File: config.mk
export PLATFORM = sky130hd
export DESIGN_NAME = alu_instr_sequencer
export DESIGN_NICKNAME = d
export VERILOG_FILES = /design/src/rtl/alu_instr_sequencer_pkg.sv /design/src/rtl/alu_seq_pc.sv /design/src/rtl/alu_instr_sequencer.sv
export SDC_FILE = /design/constraint.sdc
export NUM_CORES = 1
export LEC_CHECK = 0
export CORE_MARGIN = 3
export CORE_UTILIZATION = 45
export CTS_CLUSTER_DIAMETER = 150
export DETAILED_ROUTE_END_ITERATION = 10
export PLACE_DENSITY = 0.82
export SLEW_MARGIN = 15
export SYNTH_ARGS = -nofsm -noshare
export SYNTH_HDL_FRONTEND = slang
export SYNTH_SLANG_ARGS = --single-unit
File: constraint.sdc
create_clock -name clk_i -period 5 [get_ports clk_i]
set_input_delay 1 -clock clk_i [delete_from_list [all_inputs] [get_ports clk_i]]
set_output_delay 1 -clock clk_i [all_outputs]
set_load 0.1 [all_outputs]
File: src/rtl/alu_instr_sequencer_pkg.sv
// Shared definitions for the MiniAlu fetch/issue sequencer: opcodes, field positions,
// sequencer states and the opcode classifier used by the issue logic.
package alu_instr_sequencer_pkg;

  localparam int FIELD_OP_W    = 4;
  localparam int FIELD_DST_LSB = 16;

  localparam logic [FIELD_OP_W-1:0] OP_NOP = 4'h0;
  localparam logic [FIELD_OP_W-1:0] OP_LED = 4'h1;
  localparam logic [FIELD_OP_W-1:0] OP_BLE = 4'h2;
  localparam logic [FIELD_OP_W-1:0] OP_STO = 4'h3;
  localparam logic [FIELD_OP_W-1:0] OP_ADD = 4'h4;
  localparam logic [FIELD_OP_W-1:0] OP_JMP = 4'h5;
  localparam logic [FIELD_OP_W-1:0] OP_SUB = 4'h6;
  localparam logic [FIELD_OP_W-1:0] OP_HLT = 4'hF;

  typedef enum logic [2:0] {
    ST_IDLE,
    ST_PRIME,
    ST_RUN,
    ST_FLUSH,
    ST_HALT
  } seqState_e;

  typedef enum logic [1:0] {
    CLS_SEQ,
    CLS_JMP,
    CLS_BLE,
    CLS_HLT
  } opClass_e;

  // Anything the sequencer does not redirect on (including unknown opcodes) flows sequentially.
  function automatic opClass_e classifyOp(input logic [FIELD_OP_W-1:0] op);
    opClass_e cls;
    cls = CLS_SEQ;
    case (op)
      OP_JMP:                                   cls = CLS_JMP;
      OP_BLE:                                   cls = CLS_BLE;
      OP_HLT:                                   cls = CLS_HLT;
      OP_NOP, OP_LED, OP_STO, OP_ADD, OP_SUB:   cls = CLS_SEQ;
      default:                                  cls = CLS_SEQ;
    endcase
    return cls;
  endfunction

endpackage

File: src/rtl/alu_seq_pc.sv
// Program counter for the sequencer: clear beats load beats increment, otherwise hold.
// Increment wraps modulo 2^ADDR_W with no flag.
module alu_seq_pc #(
  parameter int ADDR_W = 8
) (
  input  logic              clk_i,
  input  logic              rst_i,
  input  logic              clear_i,
  input  logic              load_i,
  input  logic [ADDR_W-1:0] loadVal_i,
  input  logic              inc_i,
  output logic [ADDR_W-1:0] pc_o
);

  logic [ADDR_W-1:0] pc_q;
  logic [ADDR_W-1:0] pc_d;

  always_comb begin
    pc_d = pc_q;
    if (clear_i) begin
      pc_d = '0;
    end else if (load_i) begin
      pc_d = loadVal_i;
    end else if (inc_i) begin
      pc_d = pc_q + ADDR_W'(1);
    end
  end

  always_ff @(posedge clk_i) begin
    if (rst_i) begin
      pc_q <= '0;
    end else begin
      pc_q <= pc_d;
    end
  end

  assign pc_o = pc_q;

endmodule

File: src/rtl/alu_instr_sequencer.sv
// Fetch/issue controller for the MiniAlu datapath: drives the registered program ROM,
// issues one instruction per cycle, resolves JMP/BLE with a single flush bubble, handles HLT/stall.
module alu_instr_sequencer
  import alu_instr_sequencer_pkg::*;
#(
  parameter int ADDR_W  = 8,
  parameter int OP_W    = 4,
  parameter int INSTR_W = 28,
  parameter int CNT_W   = 16
) (
  input  logic               clk_i,
  input  logic               rst_i,
  input  logic               run_i,
  input  logic               stall_i,
  input  logic [INSTR_W-1:0] instr_i,
  input  logic               branchTaken_i,
  output logic [ADDR_W-1:0]  pc_o,
  output logic               issue_o,
  output logic [INSTR_W-1:0] instr_o,
  output logic               halted_o,
  output logic [CNT_W-1:0]   retired_o
);

  seqState_e        state_q;
  seqState_e        state_d;
  logic             pcClear;
  logic             pcLoad;
  logic             pcInc;
  logic             issue;
  logic             halted;
  logic [CNT_W-1:0] retired_q;
  logic [CNT_W-1:0] retired_d;
  logic [OP_W-1:0]  op;
  opClass_e         opClass;

  assign op      = instr_i[INSTR_W-1 -: OP_W];
  assign opClass = classifyOp(op);

  always_ff @(posedge clk_i) begin
    if (rst_i) begin
      state_q <= ST_IDLE;
    end else begin
      state_q <= state_d;
    end
  end

  always_comb begin
    state_d = state_q;
    case (state_q)
      ST_IDLE:  if (run_i) state_d = ST_PRIME;
      ST_PRIME: state_d = ST_RUN;
      ST_RUN: begin
        if (!stall_i) begin
          case (opClass)
            CLS_JMP: state_d = ST_FLUSH;
            CLS_BLE: if (branchTaken_i) state_d = ST_FLUSH;
            CLS_HLT: state_d = ST_HALT;
            default: state_d = ST_RUN;
          endcase
        end
      end
      ST_FLUSH: state_d = ST_RUN;
      ST_HALT:  if (run_i) state_d = ST_PRIME;
      default:  state_d = ST_IDLE;
    endcase
  end

  // The word arriving during FLUSH was fetched from the fall-through address, so it is never issued.
  always_comb begin
    pcClear = 1'b0;
    pcLoad  = 1'b0;
    pcInc   = 1'b0;
    issue   = 1'b0;
    halted  = 1'b0;
    case (state_q)
      ST_IDLE:  pcClear = 1'b1;
      ST_PRIME: pcInc = 1'b1;
      ST_RUN: begin
        if (!stall_i) begin
          issue = 1'b1;
          case (opClass)
            CLS_JMP: pcLoad = 1'b1;
            CLS_BLE: begin
              pcLoad = branchTaken_i;
              pcInc  = !branchTaken_i;
            end
            CLS_HLT: pcInc = 1'b0;
            default: pcInc = 1'b1;
          endcase
        end
      end
      ST_FLUSH: pcInc = 1'b1;
      ST_HALT: begin
        halted  = 1'b1;
        pcClear = run_i;
      end
      default: pcClear = 1'b1;
    endcase
  end

  alu_seq_pc #(
    .ADDR_W(ADDR_W)
  ) u_pc (
    .clk_i    (clk_i),
    .rst_i    (rst_i),
    .clear_i  (pcClear),
    .load_i   (pcLoad),
    .loadVal_i(instr_i[FIELD_DST_LSB +: ADDR_W]),
    .inc_i    (pcInc),
    .pc_o     (pc_o)
  );

  always_comb begin
    retired_d = retired_q;
    if (issue && (retired_q != '1)) begin
      retired_d = retired_q + CNT_W'(1);
    end
  end

  always_ff @(posedge clk_i) begin
    if (rst_i) begin
      retired_q <= '0;
    end else begin
      retired_q <= retired_d;
    end
  end

  assign issue_o   = issue;
  assign instr_o   = issue ? instr_i : '0;
  assign halted_o  = halted;
  assign retired_o = retired_q;

endmodule

# --- Yosys cells after proc, flatten, opt, wreduce, memory -nomap -nowiden ---
# Memory sizes are Yosys's and may differ from the RTL's.
# Index checks and enable logic that the tools add are counted.
classes:
  n_bitwise: 0
  magnitude_cmp: 0
  reduce_logical: 10
  multipliers: 0
  eq_ne: 11
  addsub: 2
  div_mod_pow: 0
  shifts: 0
  muxes: 18
ops:
  columns: ["cell", "n"]
  rows:
  - ["28-bit two-way mux", 1]
  - ["3-bit one-hot mux with 3 select lines", 2]
  - ["16-bit by 1-bit adder with 16-bit output, second input constant", 1]
  - ["8-bit two-way mux", 2]
  - ["16-bit inequality test, second input constant", 1]
  - ["3-bit two-way mux", 3]
  - ["8-bit by 1-bit adder with 8-bit output, second input constant", 1]
  - ["1-bit one-hot mux with 2 select lines", 4]
  - ["2-bit OR reduction", 4]
  - ["3-bit by 2-bit equality test with 1-bit output, second input constant", 2]
  - ["1-bit two-way mux", 6]
  - ["2-bit equality test, second input constant", 2]
  - ["3-bit by 1-bit equality test with 1-bit output, second input constant", 1]
  - ["3-bit equality test, second input constant", 1]
  - ["3-bit logical NOT", 1]
  - ["3-bit inequality test, second input constant", 1]
  - ["3-bit AND reduction", 1]
  - ["3-bit OR reduction", 1]
  - ["2-bit by 1-bit equality test with 1-bit output, second input constant", 1]
  - ["2-bit by 1-bit inequality test with 1-bit output, second input constant", 1]
  - ["2-bit inequality test, second input constant", 1]
  - ["2-bit nonzero test", 1]
  - ["1-bit logical AND", 1]
  - ["1-bit logical NOT", 1]
totals:
  reg_bits: 27
  ram_bits: 0
  wordCells: 45
  mem_count: 1
  inputBits: 33
  latch_bits: 0
  output_inout_bits: 54
  mem_bits_ro: 32
mem_list:
  columns: ["memory", "words", "word_bits", "rd", "rd_clocked_by_memory_dff", "wr", "line_no", "text"]
  rows:
  - ["(no name shown)", 16, 2, 1, 0, 0, "alu_instr_sequencer_pkg.sv:36", "case (op)"]

# --- Logic depth before layout (Yosys ltp) ---
# An unclocked memory read counts as a cell.
depth:
  ltp_word: 8
  mapped_depth: 10
  depth_no_buf: 9

# --- Cells and area by module ---
# Synthesis repeated with hierarchy kept, for this count alone.
unflattened:
  hier_cells: 223
  hier_area_um2: 1773.0
by_module_without_submodules:
  columns: ["module", "cells_per_inst", "seq_area_each_um2", "area_each_um2", "instances"]
  rows:
  - ["alu_instr_sequencer", 174, 380.4, 1327.5, 1]
  - ["alu_seq_pc", 49, 160.2, 445.4, 1]

# --- Worst setup path before layout ---
# OpenSTA, ideal clock, no wires.
synth_timing:
  path_type: "input -> output"
  start: "input port stall_i"
  end: "output port instr_o[14]"
  path_buffers: 3
  setup_slack_ns: 0.376
  required_time_ns: 4.000
  t_arrival_ns: 3.624
  cell_stages: 6
  path_cell_list: "or4b_4 > buf_6 > clkinv_4 > buf_6 > clkbuf_1 > and2_1"
synth_between:
  elab_chain_len: 3
synth_lines:
  columns: ["item", "line_no", "text"]
  rows:
  - ["start: declaration", "alu_instr_sequencer.sv:14", "input logic stall_i,"]
  - ["1-bit two-way mux", "alu_instr_sequencer.sv:79", "if (!stall_i) begin"]
  - ["1-bit two-way mux", "alu_instr_sequencer.sv:75", "case (state_q)"]
  - ["named net issue_o", "alu_instr_sequencer.sv:18", "output logic issue_o,"]
  - ["28-bit two-way mux", "alu_instr_sequencer.sv:129", "assign instr_o = issue ? instr_i : '0;"]
  - ["end: declaration", "alu_instr_sequencer.sv:19", "output logic [INSTR_W-1:0] instr_o,"]
# The timed path passes the listed nets, and every way through them passes these cells.

# --- Worst setup path after layout ---
layout_timing:
  start: "input port stall_i"
  end: "output port instr_o[20]"
layout_between:
  elab_chain_len: 3
layout_lines:
  columns: ["item", "line_no"]
  rows:
  - ["1-bit two-way mux", "alu_instr_sequencer.sv:79"]
  - ["1-bit two-way mux", "alu_instr_sequencer.sv:75"]
  - ["28-bit two-way mux", "alu_instr_sequencer.sv:129"]
# No other way between the ends.

==> results.sh <==
export IMPL_die_area_sq_um=5060
export IMPL_cp_start_kind="primary input"
export IMPL_grt_pass1_vias=1901
export IMPL_cts_max_path_buffers=2
export IMPL_drv_cap=0
export IMPL_synthTopCellsByArea="dfxtp_1 (28%), and2_1 (10%), xnor2_1 (5.5%)"
export IMPL_drive_above_1_share_pct=13.2
export IMPL_final_area_sq_um=2740
export IMPL_cts_tree="done"
export IMPL_grt_max_degree=48
export IMPL_syn_area_sq_um=1910
export IMPL_ioPinCount=87
export IMPL_cp_num_cells=5
export IMPL_syn_inst=239
export IMPL_area_growth_pct=43.4
export IMPL_vias=2060
export IMPL_synth_top_cell_by_area="dfxtp_1"
export IMPL_die_y_um=71.1
export IMPL_io_buffers=86
export IMPL_diodes=0
export IMPL_yosys_most_used_dff="dfxtp_1"
export IMPL_reg2reg_depth=6
export IMPL_hpwl_mm=3.77
export IMPL_path_cells="clkdlybuf4s50_1 -> or4b_4 -> clkinv_4 -> and2_1 -> buf_4"
export IMPL_clock_skew_ns=0.00348
export IMPL_rsz0062_at_grt="false"
export IMPL_cts_root_buf="clkbuf_8"
export IMPL_fin_nets=357
export IMPL_critPathSlowestCell="or4b_4"
export IMPL_fillers=357
export IMPL_yosysWarnings=0
export IMPL_hp_class="register to register"
export IMPL_crit_family="buffers and inverters"
export IMPL_worstSetupStartpoint="stall_i"
export IMPL_synth_fp_nets=277
export IMPL_cpPeakStageDelay_ns=0.56
export IMPL_grt_overflow=0
export IMPL_path_clk_slew_ns=0.09
export IMPL_route_detailed_drc=0
export IMPL_cts_buffers_inserted=3
export IMPL_cts_sinks=27
export IMPL_async_reset_ff_share_pct=0
export IMPL_initial_core_util_pct=47.0
export IMPL_antenna_found_initial=0
export IMPL_cts_resized_gates=0
export IMPL_worstSkewPairLatency_ns=0.27
export IMPL_antenna_left=0
export IMPL_hold_violations=0
export IMPL_relSlewSlack_pct=34.4
export IMPL_tns_ns=0
export IMPL_min_period_over_period_pct=75.2
export IMPL_endpoint="instr_o[20]"
export IMPL_totalWireLength_mm=5.00
export IMPL_timing_rr_start="state_q[0]"
export IMPL_cp_max_fo=47
export IMPL_drt_iter0_drc=102
export IMPL_cts_hold_buf=0
export IMPL_drt_wirelength_per_cell_um=13.6
export IMPL_final_max_slew_viol_count=0
export IMPL_arrival_ns=2.76
export IMPL_rr_endpoint="retired_o[9]"
export IMPL_period_minus_slack_ns=3.76
export IMPL_cp_end_kind="primary output"
export IMPL_power_density_nw_per_um2=197
export IMPL_peakVddDrop_mv=0.106
export IMPL_yosysTopAreaCellShare_pct=28.3
export IMPL_r2r_setup_slack_ns=2.86
export IMPL_ys_ff_latch=27
export IMPL_ys_types=50
export IMPL_cts_setup_buffers=0
export IMPL_outcome="complete, no violations"
export IMPL_dr_pass1_iters=4
export IMPL_synth_edf_count=0
export IMPL_maxClockFrequency_mhz=266
export IMPL_tightest_slew_ns=0.981
export IMPL_most_common_layout_cells="clkdlybuf4s50_1 (57), and2_1 (31), buf_4 (30)"
export IMPL_grt_pass1_wl_mm=8.39
export IMPL_crit_type="primary input to primary output"
export IMPL_ys_seq_area_share_pct=28.3
export IMPL_p_leak_nw=0.985
export IMPL_gp_congestion=0.890
export IMPL_placed_area_sq_um=2690
export IMPL_hold_ws_ns=0.520
export IMPL_final_common_cell="clkdlybuf4s50_1"
export IMPL_cp_required_ns=4.00
export IMPL_multi_input_area_sq_um=1260
export IMPL_fp_dieW_um=71.1
export IMPL_core_area_sq_um=4060
export IMPL_num_rows=23
export IMPL_final_seq_area_sq_um=541
export IMPL_via_per_inst=5.60
export IMPL_htree_levels=1
export IMPL_grt_usage_pct=19.6
export IMPL_syn_avg_cell_area_sq_um=7.98
export IMPL_crit_buf_inv=3
export IMPL_fin_util_pct=67.4
export IMPL_finalSetupViolCount=0
cells by family (layout without fill, tap and decap cells):
group                    count (synthesis)  in the layout  share of synthesized area [%]
AND/OR/NAND/NOR                        124            124                           36.9
multiplexers                             2              2                           1.05
flip-flops                              27             27                           28.3
XOR/XNOR                                15             15                           6.89
adder cells (fa/ha/maj)                  5              5                           3.28
AO/OA/AOI/OAI                           46             46                           17.8
buffers and inverters                   20             99                           5.84
metal layers:
| layer | global-route usage, % | routed length [um] |
|---|---|---|
| met3 | 3.27 | 332 |
| met2 | 33.7 | 2420 |
| met4 | 4.80 | 49 |
| met1 | 25.5 | 2200 |
| met5 | 0 | 0 |
synth_stat cells (all sizes together) (2+ instances only):
cell type	count
nand3	12
o211ai	4
dfxtp	27
inv	7
o21ai	7
a21oi	10
nor4	4
mux2i	2
ha	5
o21a	2
buf	5
nand2	13
and4	3
a22oi	3
a221oi	2
nor2	25
xor2	3
clkbuf	7
nor2b	2
and2	31
nand4	10
nor3b	2
and3	5
nor3	9
a211oi	3
a31oi	4
xnor2	12
or4	2
worst min-delay path by stage:
stage / start / to / cells past startpoint
final: retired_o[14] / retired_o[14] / 2
after global routing: retired_o[14] / retired_o[14] / 2
after CTS: retired_o[14] / retired_o[14] / 2
after detailed placement: u_pc.pc_o[7] / u_pc.pc_o[7] / 2
after global placement: retired_o[14] / retired_o[14] / 2
after floorplan: state_q[0] / state_q[0] / 2
worst register-to-register path: stages (launching register included):
cell and delay [ns]:
dfxtp_1 0.40, or4b_4 0.63, clkinv_4 0.26, nand3_4 0.17
a2111oi_4 0.36, xnor2_1 0.15, nor2_1 0.05
report_power, final:
group	total, W	switching (W)	internal, W
Combinational	0.000189	0.000132	0.0000572
Sequential	0.000226	0.00000722	0.000219
Clock	0.000124	0.0000683	0.0000558
Total	0.000539	0.000208	0.000332
metrics by stage:
stage          total power [W]  worst slack (ns)  std cells
2_1_floorplan         0.000369             0.376        239
3_3_place_gp          0.000419              1.27        364
3_5_place_dp          0.000420              1.26        364
4_1_cts               0.000544              1.25        368
5_1_grt               0.000562              1.17        368
6_report              0.000539              1.24        368
area by class of cell:
cell class | count | area share (%)
tap | 50 | 2.29
sequential | 27 | 19.8
clock buffer | 3 | 1.51
multi-input combinational | 192 | 45.9
clock inverter | 1 | 0.183
inverter | 8 | 1.28
timing repair buffer | 87 | 29.1
state kept, by name, summed over array words and instances, names as in the netlist:
signal / count
retired_o: 16
u_pc.pc_o: 8
state_q: 3
No activity file was read; power rests on OpenSTA's default activity.
